File: src/rtl/thread_ctrl_pkg.sv
// Shared types and constants for the per-thread pipeline controller.
package thread_ctrl_pkg;

    localparam int NUM_Threads          = 4;
    localparam int FLUSH_CYCLES_DEFAULT = 2;

    typedef enum logic [1:0] {
        RUN   = 2'd0,
        FLUSH = 2'd1,
        HALT  = 2'd2
    } thread_ctrl_state_e;

    // The counter only has to hold FLUSH_CYCLES-1, but it never shrinks below one bit.
    function automatic int cnt_width(int flush_cycles);
        return (flush_cycles > 0) ? $clog2(flush_cycles + 1) : 1;
    endfunction

endpackage

File: src/rtl/thread_ctrl_if.sv
// Request/response bundle between the execute/hazard logic and the thread controller.
interface thread_ctrl_if #(
    parameter int NUM_THREADS = thread_ctrl_pkg::NUM_Threads,
    parameter int XLEN        = 32
);

    logic [NUM_THREADS-1:0]           hold_req;
    logic [NUM_THREADS-1:0]           jump_req;
    logic [NUM_THREADS-1:0][XLEN-1:0] jump_addr_req;
    logic [NUM_THREADS-1:0]           halt_req;
    logic [NUM_THREADS-1:0]           resume_req;

    logic [NUM_THREADS-1:0]           hold;
    logic [NUM_THREADS-1:0]           flush;
    logic [NUM_THREADS-1:0]           jump_en;
    logic [NUM_THREADS-1:0][XLEN-1:0] jump_addr;
    logic [NUM_THREADS-1:0]           halted;
    logic                             all_halted;

    modport master (
        output hold_req, jump_req, jump_addr_req, halt_req, resume_req,
        input  hold, flush, jump_en, jump_addr, halted, all_halted
    );

    modport slave (
        input  hold_req, jump_req, jump_addr_req, halt_req, resume_req,
        output hold, flush, jump_en, jump_addr, halted, all_halted
    );

endinterface

File: src/rtl/thread_ctrl_fsm.sv
// One hardware thread: RUN/FLUSH/HALT state machine, flush-window counter and
// the combinational hold/flush/jump outputs derived from it.
module thread_ctrl_fsm
    import thread_ctrl_pkg::*;
#(
    parameter int XLEN         = 32,
    parameter int FLUSH_CYCLES = FLUSH_CYCLES_DEFAULT
) (
    input  logic            clk,
    input  logic            rst,
    input  logic            hold_req,
    input  logic            jump_req,
    input  logic [XLEN-1:0] jump_addr_req,
    input  logic            halt_req,
    input  logic            resume_req,
    output logic            hold,
    output logic            flush,
    output logic            jump_en,
    output logic [XLEN-1:0] jump_addr,
    output logic            halted
);

    localparam int              CNT_W      = cnt_width(FLUSH_CYCLES);
    localparam logic [CNT_W-1:0] CNT_RELOAD = CNT_W'((FLUSH_CYCLES > 0) ? FLUSH_CYCLES - 1 : 0);

    thread_ctrl_state_e state_q, state_d;
    logic [CNT_W-1:0]   cnt_q, cnt_d;
    logic               halt_pend_q, halt_pend_d;
    logic               jacc;

    assign jacc = jump_req && (state_q != HALT);

    // NOTE: sequential state uses non-blocking assignments only, so every flop
    // samples the pre-edge values regardless of process ordering.
    always_ff @(posedge clk or posedge rst) begin
        if (rst) begin
            state_q     <= RUN;
            cnt_q       <= '0;
            halt_pend_q <= 1'b0;
        end else begin
            state_q     <= state_d;
            cnt_q       <= cnt_d;
            halt_pend_q <= halt_pend_d;
        end
    end

    // NOTE: every output of this block is given a default first, so no path
    // leaves a signal unassigned and no latch is inferred.
    always_comb begin
        state_d     = state_q;
        cnt_d       = cnt_q;
        halt_pend_d = halt_pend_q;
        case (state_q)
            RUN: begin
                if (jacc && (FLUSH_CYCLES > 0)) begin
                    state_d     = FLUSH;
                    cnt_d       = CNT_RELOAD;
                    halt_pend_d = halt_req;
                end else if (halt_req) begin
                    state_d = HALT;
                end
            end
            FLUSH: begin
                if (jacc) begin
                    // A newer jump restarts the window; a pending halt survives it.
                    cnt_d       = CNT_RELOAD;
                    halt_pend_d = halt_pend_q | halt_req;
                end else if (cnt_q == '0) begin
                    state_d     = (halt_pend_q | halt_req) ? HALT : RUN;
                    halt_pend_d = 1'b0;
                end else begin
                    cnt_d       = cnt_q - CNT_W'(1);
                    halt_pend_d = halt_pend_q | halt_req;
                end
            end
            HALT: begin
                if (resume_req) state_d = RUN;
            end
            default: state_d = RUN;
        endcase
    end

    always_comb begin
        jump_en   = jacc;
        jump_addr = jump_addr_req;
        hold      = hold_req | jacc | halt_req | (state_q != RUN);
        flush     = jacc | (state_q == FLUSH);
        halted    = (state_q == HALT);
    end

endmodule

File: src/rtl/thread_ctrl.sv
// Registered hold/flush/jump controller for all hardware threads; each thread
// runs its own independent FSM and only all_halted combines them.
module thread_ctrl
    import thread_ctrl_pkg::*;
#(
    parameter int NUM_THREADS  = NUM_Threads,
    parameter int XLEN         = 32,
    parameter int FLUSH_CYCLES = FLUSH_CYCLES_DEFAULT
) (
    input  logic         clk,
    input  logic         rst,
    thread_ctrl_if.slave bus
);

    logic [NUM_THREADS-1:0]           hold_w;
    logic [NUM_THREADS-1:0]           flush_w;
    logic [NUM_THREADS-1:0]           jump_en_w;
    logic [NUM_THREADS-1:0][XLEN-1:0] jump_addr_w;
    logic [NUM_THREADS-1:0]           halted_w;

    for (genvar t = 0; t < NUM_THREADS; t++) begin : g_thread
        thread_ctrl_fsm #(
            .XLEN         (XLEN),
            .FLUSH_CYCLES (FLUSH_CYCLES)
        ) u_fsm (
            .clk           (clk),
            .rst           (rst),
            .hold_req      (bus.hold_req[t]),
            .jump_req      (bus.jump_req[t]),
            .jump_addr_req (bus.jump_addr_req[t]),
            .halt_req      (bus.halt_req[t]),
            .resume_req    (bus.resume_req[t]),
            .hold          (hold_w[t]),
            .flush         (flush_w[t]),
            .jump_en       (jump_en_w[t]),
            .jump_addr     (jump_addr_w[t]),
            .halted        (halted_w[t])
        );
    end

    assign bus.hold       = hold_w;
    assign bus.flush      = flush_w;
    assign bus.jump_en    = jump_en_w;
    assign bus.jump_addr  = jump_addr_w;
    assign bus.halted     = halted_w;
    assign bus.all_halted = &halted_w;

endmodule

File: src/flat_wrapper.sv
// flat-port wrapper written by rule: the top's interface ports become plain ports
module thread_ctrl_flat import thread_ctrl_pkg::*;
#(
    parameter int NUM_THREADS  = NUM_Threads,
    parameter int XLEN         = 32,
    parameter int FLUSH_CYCLES = FLUSH_CYCLES_DEFAULT
)
  (clk, rst, bus_hold_req, bus_jump_req, bus_jump_addr_req, bus_halt_req, bus_resume_req, bus_hold, bus_flush, bus_jump_en, bus_jump_addr, bus_halted, bus_all_halted);
  thread_ctrl_if #(.NUM_THREADS(NUM_THREADS), .XLEN(XLEN)) bus_i ();
  input  logic clk;
  input  logic rst;
  input wire logic [$bits(bus_i.hold_req)-1:0] bus_hold_req;
  input wire logic [$bits(bus_i.jump_req)-1:0] bus_jump_req;
  input wire logic [$bits(bus_i.jump_addr_req)-1:0] bus_jump_addr_req;
  input wire logic [$bits(bus_i.halt_req)-1:0] bus_halt_req;
  input wire logic [$bits(bus_i.resume_req)-1:0] bus_resume_req;
  output wire logic [$bits(bus_i.hold)-1:0] bus_hold;
  output wire logic [$bits(bus_i.flush)-1:0] bus_flush;
  output wire logic [$bits(bus_i.jump_en)-1:0] bus_jump_en;
  output wire logic [$bits(bus_i.jump_addr)-1:0] bus_jump_addr;
  output wire logic [$bits(bus_i.halted)-1:0] bus_halted;
  output wire logic [$bits(bus_i.all_halted)-1:0] bus_all_halted;
  assign bus_i.hold_req = bus_hold_req;
  assign bus_i.jump_req = bus_jump_req;
  assign bus_i.jump_addr_req = bus_jump_addr_req;
  assign bus_i.halt_req = bus_halt_req;
  assign bus_i.resume_req = bus_resume_req;
  assign bus_hold = bus_i.hold;
  assign bus_flush = bus_i.flush;
  assign bus_jump_en = bus_i.jump_en;
  assign bus_jump_addr = bus_i.jump_addr;
  assign bus_halted = bus_i.halted;
  assign bus_all_halted = bus_i.all_halted;
  thread_ctrl #(.NUM_THREADS(NUM_THREADS), .XLEN(XLEN), .FLUSH_CYCLES(FLUSH_CYCLES)) u_core (.clk(clk), .rst(rst), .bus(bus_i));
endmodule
File: config.mk
export PLATFORM = sky130hd
export DESIGN_NAME = thread_ctrl_flat
export DESIGN_NICKNAME = d
export VERILOG_FILES = /design/src/rtl/thread_ctrl_pkg.sv /design/src/rtl/thread_ctrl_if.sv /design/src/rtl/thread_ctrl_fsm.sv /design/src/rtl/thread_ctrl.sv /design/src/flat_wrapper.sv
export SDC_FILE = /design/constraint.sdc
export NUM_CORES = 1
export LEC_CHECK = 0
export CORE_AREA = 5 5 110 112
export CTS_BUF_LIST = sky130_fd_sc_hd__clkbuf_4
export CTS_CLUSTER_SIZE = 25
export DETAILED_ROUTE_END_ITERATION = 8
export DIE_AREA = 0 0 115 117
export PLACE_DENSITY = 0.73
export SLEW_MARGIN = 25
export SYNTH_ARGS = -nofsm -noshare
export SYNTH_HDL_FRONTEND = slang
export SYNTH_SLANG_ARGS = --single-unit
File: constraint.sdc
create_clock -name clk -period 2.2 [get_ports clk]
set_clock_uncertainty 0.2 [all_clocks]
set_input_delay 0.44 -clock clk [delete_from_list [all_inputs] [get_ports clk]]
set_output_delay 0.44 -clock clk [all_outputs]
set_load 0.05 [all_outputs]
==> impl_metrics.json, run 1 <==
{
  "yosysSeqAreaShare_pct": 22.0,
  "number_of_instances_in_the_synthesized_netlist": 282,
  "fp.coreArea_um2": 11100,
  "slew_viol_final": 0,
  "gp_congestion": 0.711,
  "starting_density_of_the_core_pct": 20.5,
  "dominantRegCellSynth": "sky130_fd_sc_hd__dfrtp_1",
  "route.antenna.remaining_nets": 0,
  "cts.clk_slew.worst_paths_ps": 130,
  "finalSetupViolCount": 0,
  "clock_insertion_delay_worst_skew_ps": 310,
  "ctsLongestPathBuffers": 2,
  "drive_gt1_share_pct": 27.3,
  "synth_top_cells_by_area": "sky130_fd_sc_hd__buf_4 47%, sky130_fd_sc_hd__dfrtp_1 22%, sky130_fd_sc_hd__inv_1 3.5%",
  "die_w_um": 115,
  "first_pass_grt_wire_length_um": 7560,
  "async_flop_share_pct": 100,
  "regToRegStartpoint": "u_core.g_thread[3].u_fsm.cnt_q[0]$_DFFE_PP0P_",
  "place_worst_setup_slack_ps": -158,
  "crit_path_setup_slack_layout_ps": 18.3,
  "route.vias.total": 1299,
  "via_count_of_the_first_global_routing_pass": 1340,
  "fin_crit_share_pct": 99.2,
  "critical_path.startpoint": "bus_hold_req[0]",
  "grt_setup_unrepaired": "yes",
  "cts_sinks": 20,
  "nNetsFinal": 338,
  "dpl_cell_area_um2": 1880,
  "detailedRoute.firstPassIterationCount": 4,
  "cts.htree.levels": 1,
  "rows": 39,
  "yosys.area.top_type_share_pct": 47.4,
  "register_to_register_setup_slack_ps": 630,
  "num_antenna_cells": 0,
  "fin_total_pwr_uw": 2450,
  "ys_warn_count": 0,
  "synth_cell_types": 38,
  "worst-path-max-fanout": 1,
  "critPathArrivalTime_ps": 1540,
  "p_leak_uw": 0.000872,
  "status": "finished, final reports clean",
  "pin_count_of_the_biggest_net_entering_global_routing": 21,
  "critical_path.endpoint_type": "output pin",
  "worstSetupPathType": "primary input to output pin",
  "synth_edf_count": 0,
  "worst_hold_path_type": "primary input to async pin",
  "drv.max_cap_violation_count": 0,
  "yosys.cell_count.top_type": "sky130_fd_sc_hd__buf_4",
  "tritoncts": "yes",
  "vdd_drop_max_mv": 0.400,
  "syn-cell-area_um2": 2280,
  "fin_area_um2": 2010,
  "numCtsBuffers": 3,
  "avgRoutedWirePerCell_um": 15.6,
  "worst_slew_pin_slew_ps": 277,
  "overflow": 0,
  "clock.fmax_mhz": 458,
  "ios": 291,
  "routed_wirelength_um": 5130,
  "finalHoldViolations": 0,
  "powerDensity_nw_per_um2": 1220,
  "total_die_area_um2": 13500,
  "avgSynthCellArea_um2": 8.08,
  "required_time_reported_for_the_critical_path_endpoint_ps": 1560,
  "drt_iter0_markers": 59,
  "synthDominantAreaCellType": "sky130_fd_sc_hd__buf_4",
  "die-height_um": 117,
  "finalWorstPathRequiredPeriod_ps": 2180,
  "worst_setup_path_start_kind": "primary input",
  "synth_nets": 432,
  "synth_to_final_area_change_pct": -11.9,
  "drc_errors": 0,
  "synth_commonest_cells": "144 x sky130_fd_sc_hd__buf_4, 21 x sky130_fd_sc_hd__inv_1, 20 x sky130_fd_sc_hd__dfrtp_1",
  "cts_root_buffer": "sky130_fd_sc_hd__clkbuf_4",
  "port_buffers": 34,
  "slew_headroom_pct": 81.4,
  "dp.final_hpwl_um": 4130,
  "grt_antenna_before_repair": 0,
  "routed_via_density": 3.94,
  "grt_util_all_layers_pct": 7.24,
  "ys_ff_latch": 20
}
timing repair:
item,CTS,global route
buffers inserted,3,4
setup endpoints to repair,7,7
hold buffers,0,0
pin swaps,3,3
gates resized for setup,10,7
layer usage:
layer  vias up  part of all wire, %  track usage [%]
met5         -                    0                0
li1        574                    -                -
met1       584                   33             6.89
met3        64                   12             3.34
met4         0                  9.6             6.42
met2        77                   45             11.8
worst max-delay path: stages:
cell                              delay (ps)
sky130_fd_sc_hd__clkdlybuf4s50_1         400
sky130_fd_sc_hd__or4_4                   540
sky130_fd_sc_hd__buf_8                   170
cell families (layout without fill, tap and decap cells):
logic type      after synthesis  after routing  synth area share [%]
simple gates                 50             50                  12.6
mux                           1              1                 0.439
flops                        20             20                  22.0
compound gates               36             36                  10.2
buf+inv                     169             74                  51.8
fa+ha+maj                     6              6                  3.07
cell usage in the layout (no fill, tap or decap), types with 3 or more instances in the layout:
master and instances:
sky130_fd_sc_hd__o21ai_1 6, sky130_fd_sc_hd__nor2_1 9, sky130_fd_sc_hd__o2bb2ai_1 3, sky130_fd_sc_hd__and2_1 3, sky130_fd_sc_hd__dfrtp_1 16, sky130_fd_sc_hd__clkbuf_4 3, sky130_fd_sc_hd__nor2b_1 3, sky130_fd_sc_hd__nand2b_4 3
sky130_fd_sc_hd__dfrtp_2 4, sky130_fd_sc_hd__ha_1 4, sky130_fd_sc_hd__buf_12 12, sky130_fd_sc_hd__clkdlybuf4s50_1 15, sky130_fd_sc_hd__and3_1 3, sky130_fd_sc_hd__a21oi_1 13, sky130_fd_sc_hd__inv_1 21, sky130_fd_sc_hd__nand2_1 8
sky130_fd_sc_hd__buf_4 19, sky130_fd_sc_hd__a311oi_1 3, sky130_fd_sc_hd__or2_1 3
worst paths after layout:
path,end,depth (start not counted)
worst min register to register,u_core.g_thread[3].u_fsm.cnt_q[0]$_DFFE_PP0P_,1
worst min-delay path,u_core.g_thread[0].u_fsm.state_q[1]$_DFFE_PP0P_,3
worst max register to register,u_core.g_thread[3].u_fsm.state_q[1]$_DFFE_PP0P_,5
worst max-delay path,bus_hold[0],3
min in group clk,u_core.g_thread[3].u_fsm.cnt_q[0]$_DFFE_PP0P_,1
max in group asynchronous,u_core.g_thread[3].u_fsm.state_q[1]$_DFFE_PP0P_,3
layout make-up:
class	instances	area (µm²)
Fill cell	1248	9120
Clock buffer	3	22.5
Inverter	21	78.8
Timing Repair Buffer	49	569
Multi-Input combinational cell	93	649
Sequential cell	20	505
Tap cell	143	179
Clock inverter	1	3.75
flip-flops by register name, summed over array words and instances, names as in the netlist:
| signal | cells |
|---|---|
| u_core.g_thread.u_fsm.state_q | 8 |
| u_core.g_thread.u_fsm.halt_pend_q | 4 |
| u_core.g_thread.u_fsm.cnt_q | 8 |
power breakdown:
| part | internal [µW] | total, µW | switching [µW] |
|---|---|---|---|
| sequential | 545 | 708 | 164 |
| clock | 66.2 | 192 | 126 |
| combinational | 728 | 1550 | 824 |
| total | 1340 | 2450 | 1110 |
metrics by stage:
| stage | util (%) | hold WS (ps) | instances | setup TNS (ps) |
|---|---|---|---|---|
| global placement | 16.9 | 272 | 319 | -146 |
| finish | 18.0 | 260 | 330 | 0 |
| floorplan | - | 204 | 282 | 0 |
| CTS | 17.6 | 247 | 326 | -13.4 |
| detailed placement | 16.9 | 281 | 319 | -177 |
| global route | 18.0 | 276 | 330 | -58.5 |
(Power assumes the default switching activity.)
==> inputs of run 2 (changes only) <==
Settings changed: SKIP_LAST_GASP set to 1.
==> run 2 against run 1 <==
The run now ends with negative setup slack left. Clock-buffer cell count unchanged. First-iteration DRC count up 36%. Maximum frequency shrank 1.4%. Die area did not move. Utilization shrank 0.27 points. Largest cell class unchanged.
==> impl_metrics.json, run 2 (synthesis gave the netlist of run 1 again) <==
{
  "finalSetupViolCount": 1,
  "nNetsFinal": 335,
  "biggestRegsByFlops": "u_core.g_thread.u_fsm.cnt_q: 8 flops, u_core.g_thread.u_fsm.state_q: 8 flops, u_core.g_thread.u_fsm.halt_pend_q: 4 flops",
  "drt_iter0_markers": 80,
  "critPathArrivalTime_ps": 1570,
  "routed_wirelength_um": 5120,
  "synth_to_final_area_change_pct": -13.2,
  "cellInternalPower_uw": 1300,
  "regToRegStartpoint": "u_core.g_thread[3].u_fsm.cnt_q[0]$_DFFE_PP0P_",
  "drive_gt1_share_pct": 25.5,
  "numCtsBuffers": 3,
  "ctsLongestPathBuffers": 2,
  "p_leak_uw": 0.000852,
  "critical_path.endpoint_type": "output pin",
  "num_antenna_cells": 0,
  "powerDensity_nw_per_um2": 1220,
  "detailedRoute.firstPassIterationCount": 4,
  "layout.filler_cells": 1250,
  "failed_checks": "negative setup slack",
  "grt-busiest-layer": "met2",
  "via_count_of_the_first_global_routing_pass": 1340,
  "routed_via_density": 3.99,
  "starting_density_of_the_core_pct": 20.5,
  "total_die_area_um2": 13500,
  "clock.fmax_mhz": 452,
  "cts.htree.levels": 1,
  "required_time_reported_for_the_critical_path_endpoint_ps": 1560,
  "dp.final_hpwl_um": 4130,
  "ios": 291,
  "worst_slew_pin_slew_ps": 278,
  "crit_path_setup_slack_layout_ps": -13.7,
  "overflow": 0,
  "first_pass_grt_wire_length_um": 7560,
  "rows": 39,
  "fin_area_um2": 1980,
  "fin_crit_share_pct": 101,
  "timing.hold.ws_ps": 260,
  "total_switching_power_uw": 1100,
  "grtUsageMet1_pct": 6.89,
  "clock_insertion_delay_worst_skew_ps": 310,
  "finalHoldViolations": 0,
  "slew_viol_final": 0,
  "reg2reg_depth": 5,
  "grt_util_all_layers_pct": 7.24,
  "status": "complete, but fails checks",
  "tritoncts": "yes",
  "global_route.usage.met2_pct": 11.8,
  "most-common-layout-cells": "21 x sky130_fd_sc_hd__inv_1, 16 x sky130_fd_sc_hd__buf_4, 16 x sky130_fd_sc_hd__dfrtp_1",
  "die_w_um": 115,
  "slew_headroom_pct": 81.3,
  "avgRoutedWirePerCell_um": 15.6,
  "drv.max_cap_violation_count": 0,
  "worstSetupPathType": "primary input to output pin",
  "final_common_cell": "sky130_fd_sc_hd__inv_1",
  "finalWorstPathRequiredPeriod_ps": 2210,
  "worstSetupEndpoint": "bus_hold[0]",
  "fp.coreArea_um2": 11100,
  "switching_share_pct": 45.8,
  "seq_power_share_pct": 29.7,
  "power.share.clock_pct": 8.0,
  "worst-path-max-fanout": 2,
  "worst_hold_path_type": "primary input to async pin",
  "route.antenna.remaining_nets": 0,
  "register_to_register_setup_slack_ps": 630,
  "gp_congestion": 0.711,
  "pin_count_of_the_biggest_net_entering_global_routing": 21,
  "die-height_um": 117,
  "dpl_cell_area_um2": 1880,
  "cts_sinks": 20,
  "worst_setup_path_start_kind": "primary input",
  "power.combinational.fraction_pct": 62.3,
  "global_route.usage.met3_pct": 3.34,
  "route.vias.total": 1305,
  "drc_errors": 0,
  "grt_antenna_before_repair": 0,
  "port_buffers": 34,
  "regToRegEndpoint": "u_core.g_thread[3].u_fsm.state_q[1]$_DFFE_PP0P_",
  "grt_setup_unrepaired": "yes",
  "critical_path.startpoint": "bus_halt_req[0]",
  "cts_root_buffer": "sky130_fd_sc_hd__clkbuf_4",
  "cts.clk_slew.worst_paths_ps": 130,
  "vdd_drop_max_mv": 0.399
}
-- run 2: cell types whose count changed in the layout (fill, tap and decap cells not counted) --
cell,previous run,this run
sky130_fd_sc_hd__nand2b_1,1,2
sky130_fd_sc_hd__buf_4,19,16
sky130_fd_sc_hd__nand2b_4,3,2
-- run 2: worst min path at each step --
stage / startpoint / endpoint / slack, ps / cells after the start
detailed placement: u_core.g_thread[3].u_fsm.cnt_q[0]$_DFFE_PP0P_ / u_core.g_thread[3].u_fsm.cnt_q[0]$_DFFE_PP0P_ / 280 / 1
CTS: rst / u_core.g_thread[3].u_fsm.halt_pend_q$_DFFE_PP0P_ / 250 / 3
global placement: u_core.g_thread[0].u_fsm.cnt_q[1]$_DFFE_PP0P_ / u_core.g_thread[0].u_fsm.cnt_q[1]$_DFFE_PP0P_ / 270 / 1
floorplan: rst / u_core.g_thread[0].u_fsm.cnt_q[0]$_DFFE_PP0P_ / 200 / 1
global route: rst / u_core.g_thread[0].u_fsm.state_q[1]$_DFFE_PP0P_ / 280 / 3
finish: rst / u_core.g_thread[0].u_fsm.state_q[1]$_DFFE_PP0P_ / 260 / 3
-- run 2: critical path, cell delays in order --
cell	delay [ps]
sky130_fd_sc_hd__clkdlybuf4s50_1	420
sky130_fd_sc_hd__or4_4	550
sky130_fd_sc_hd__buf_8	170
-- run 2: timing repair --
action | in CTS | in global routing
setup buffers | 3 | 1
hold buffers | 0 | 0
resized for setup | 9 | 6
pin swaps | 2 | 2
setup endpoints to repair | 7 | 8
hold endpoints to repair | 0 | 0
-- run 2: layout make-up --
cell class | count | area [µm²] | share of cell area [%]
multi-input combinational | 93 | 642 | 32.4
timing repair buffer | 46 | 547 | 27.6
sequential | 20 | 505 | 25.6
tap | 143 | 179 | 9.04
inverter | 21 | 78.8 | 3.98
clock buffer | 3 | 22.5 | 1.14
clock inverter | 1 | 3.75 | 0.190
-- run 2: power groups by stage --
stage               clock network, µW  logic [µW]  registers (µW)
floorplan                           0        1710             641
global placement                    0        1370             716
detailed placement                  0        1410             729
CTS                               215        1500             701
global route                      226        1640             753
finish                            192        1500             714
-- run 2: through the flow --
stage | worst slack [ps] | TNS, ps | utilization (%) | power, µW | instances
after floorplan | 246 | 0 | - | 2350 | 282
after global routing | -58.5 | -92.2 | 17.8 | 2620 | 327
after global placement | -137 | -146 | 16.9 | 2090 | 319
final | -13.7 | -13.7 | 17.8 | 2410 | 327
after CTS | -17.7 | -22.3 | 17.6 | 2420 | 326
after detailed placement | -158 | -177 | 16.9 | 2140 | 319
-- run 2: routing by layer --
metal  vias up  part of all wire [%]
met3        64                    12
met4         0                   9.6
met2        80                    46
li1        570                     -
met5         -                     0
met1       591                    32
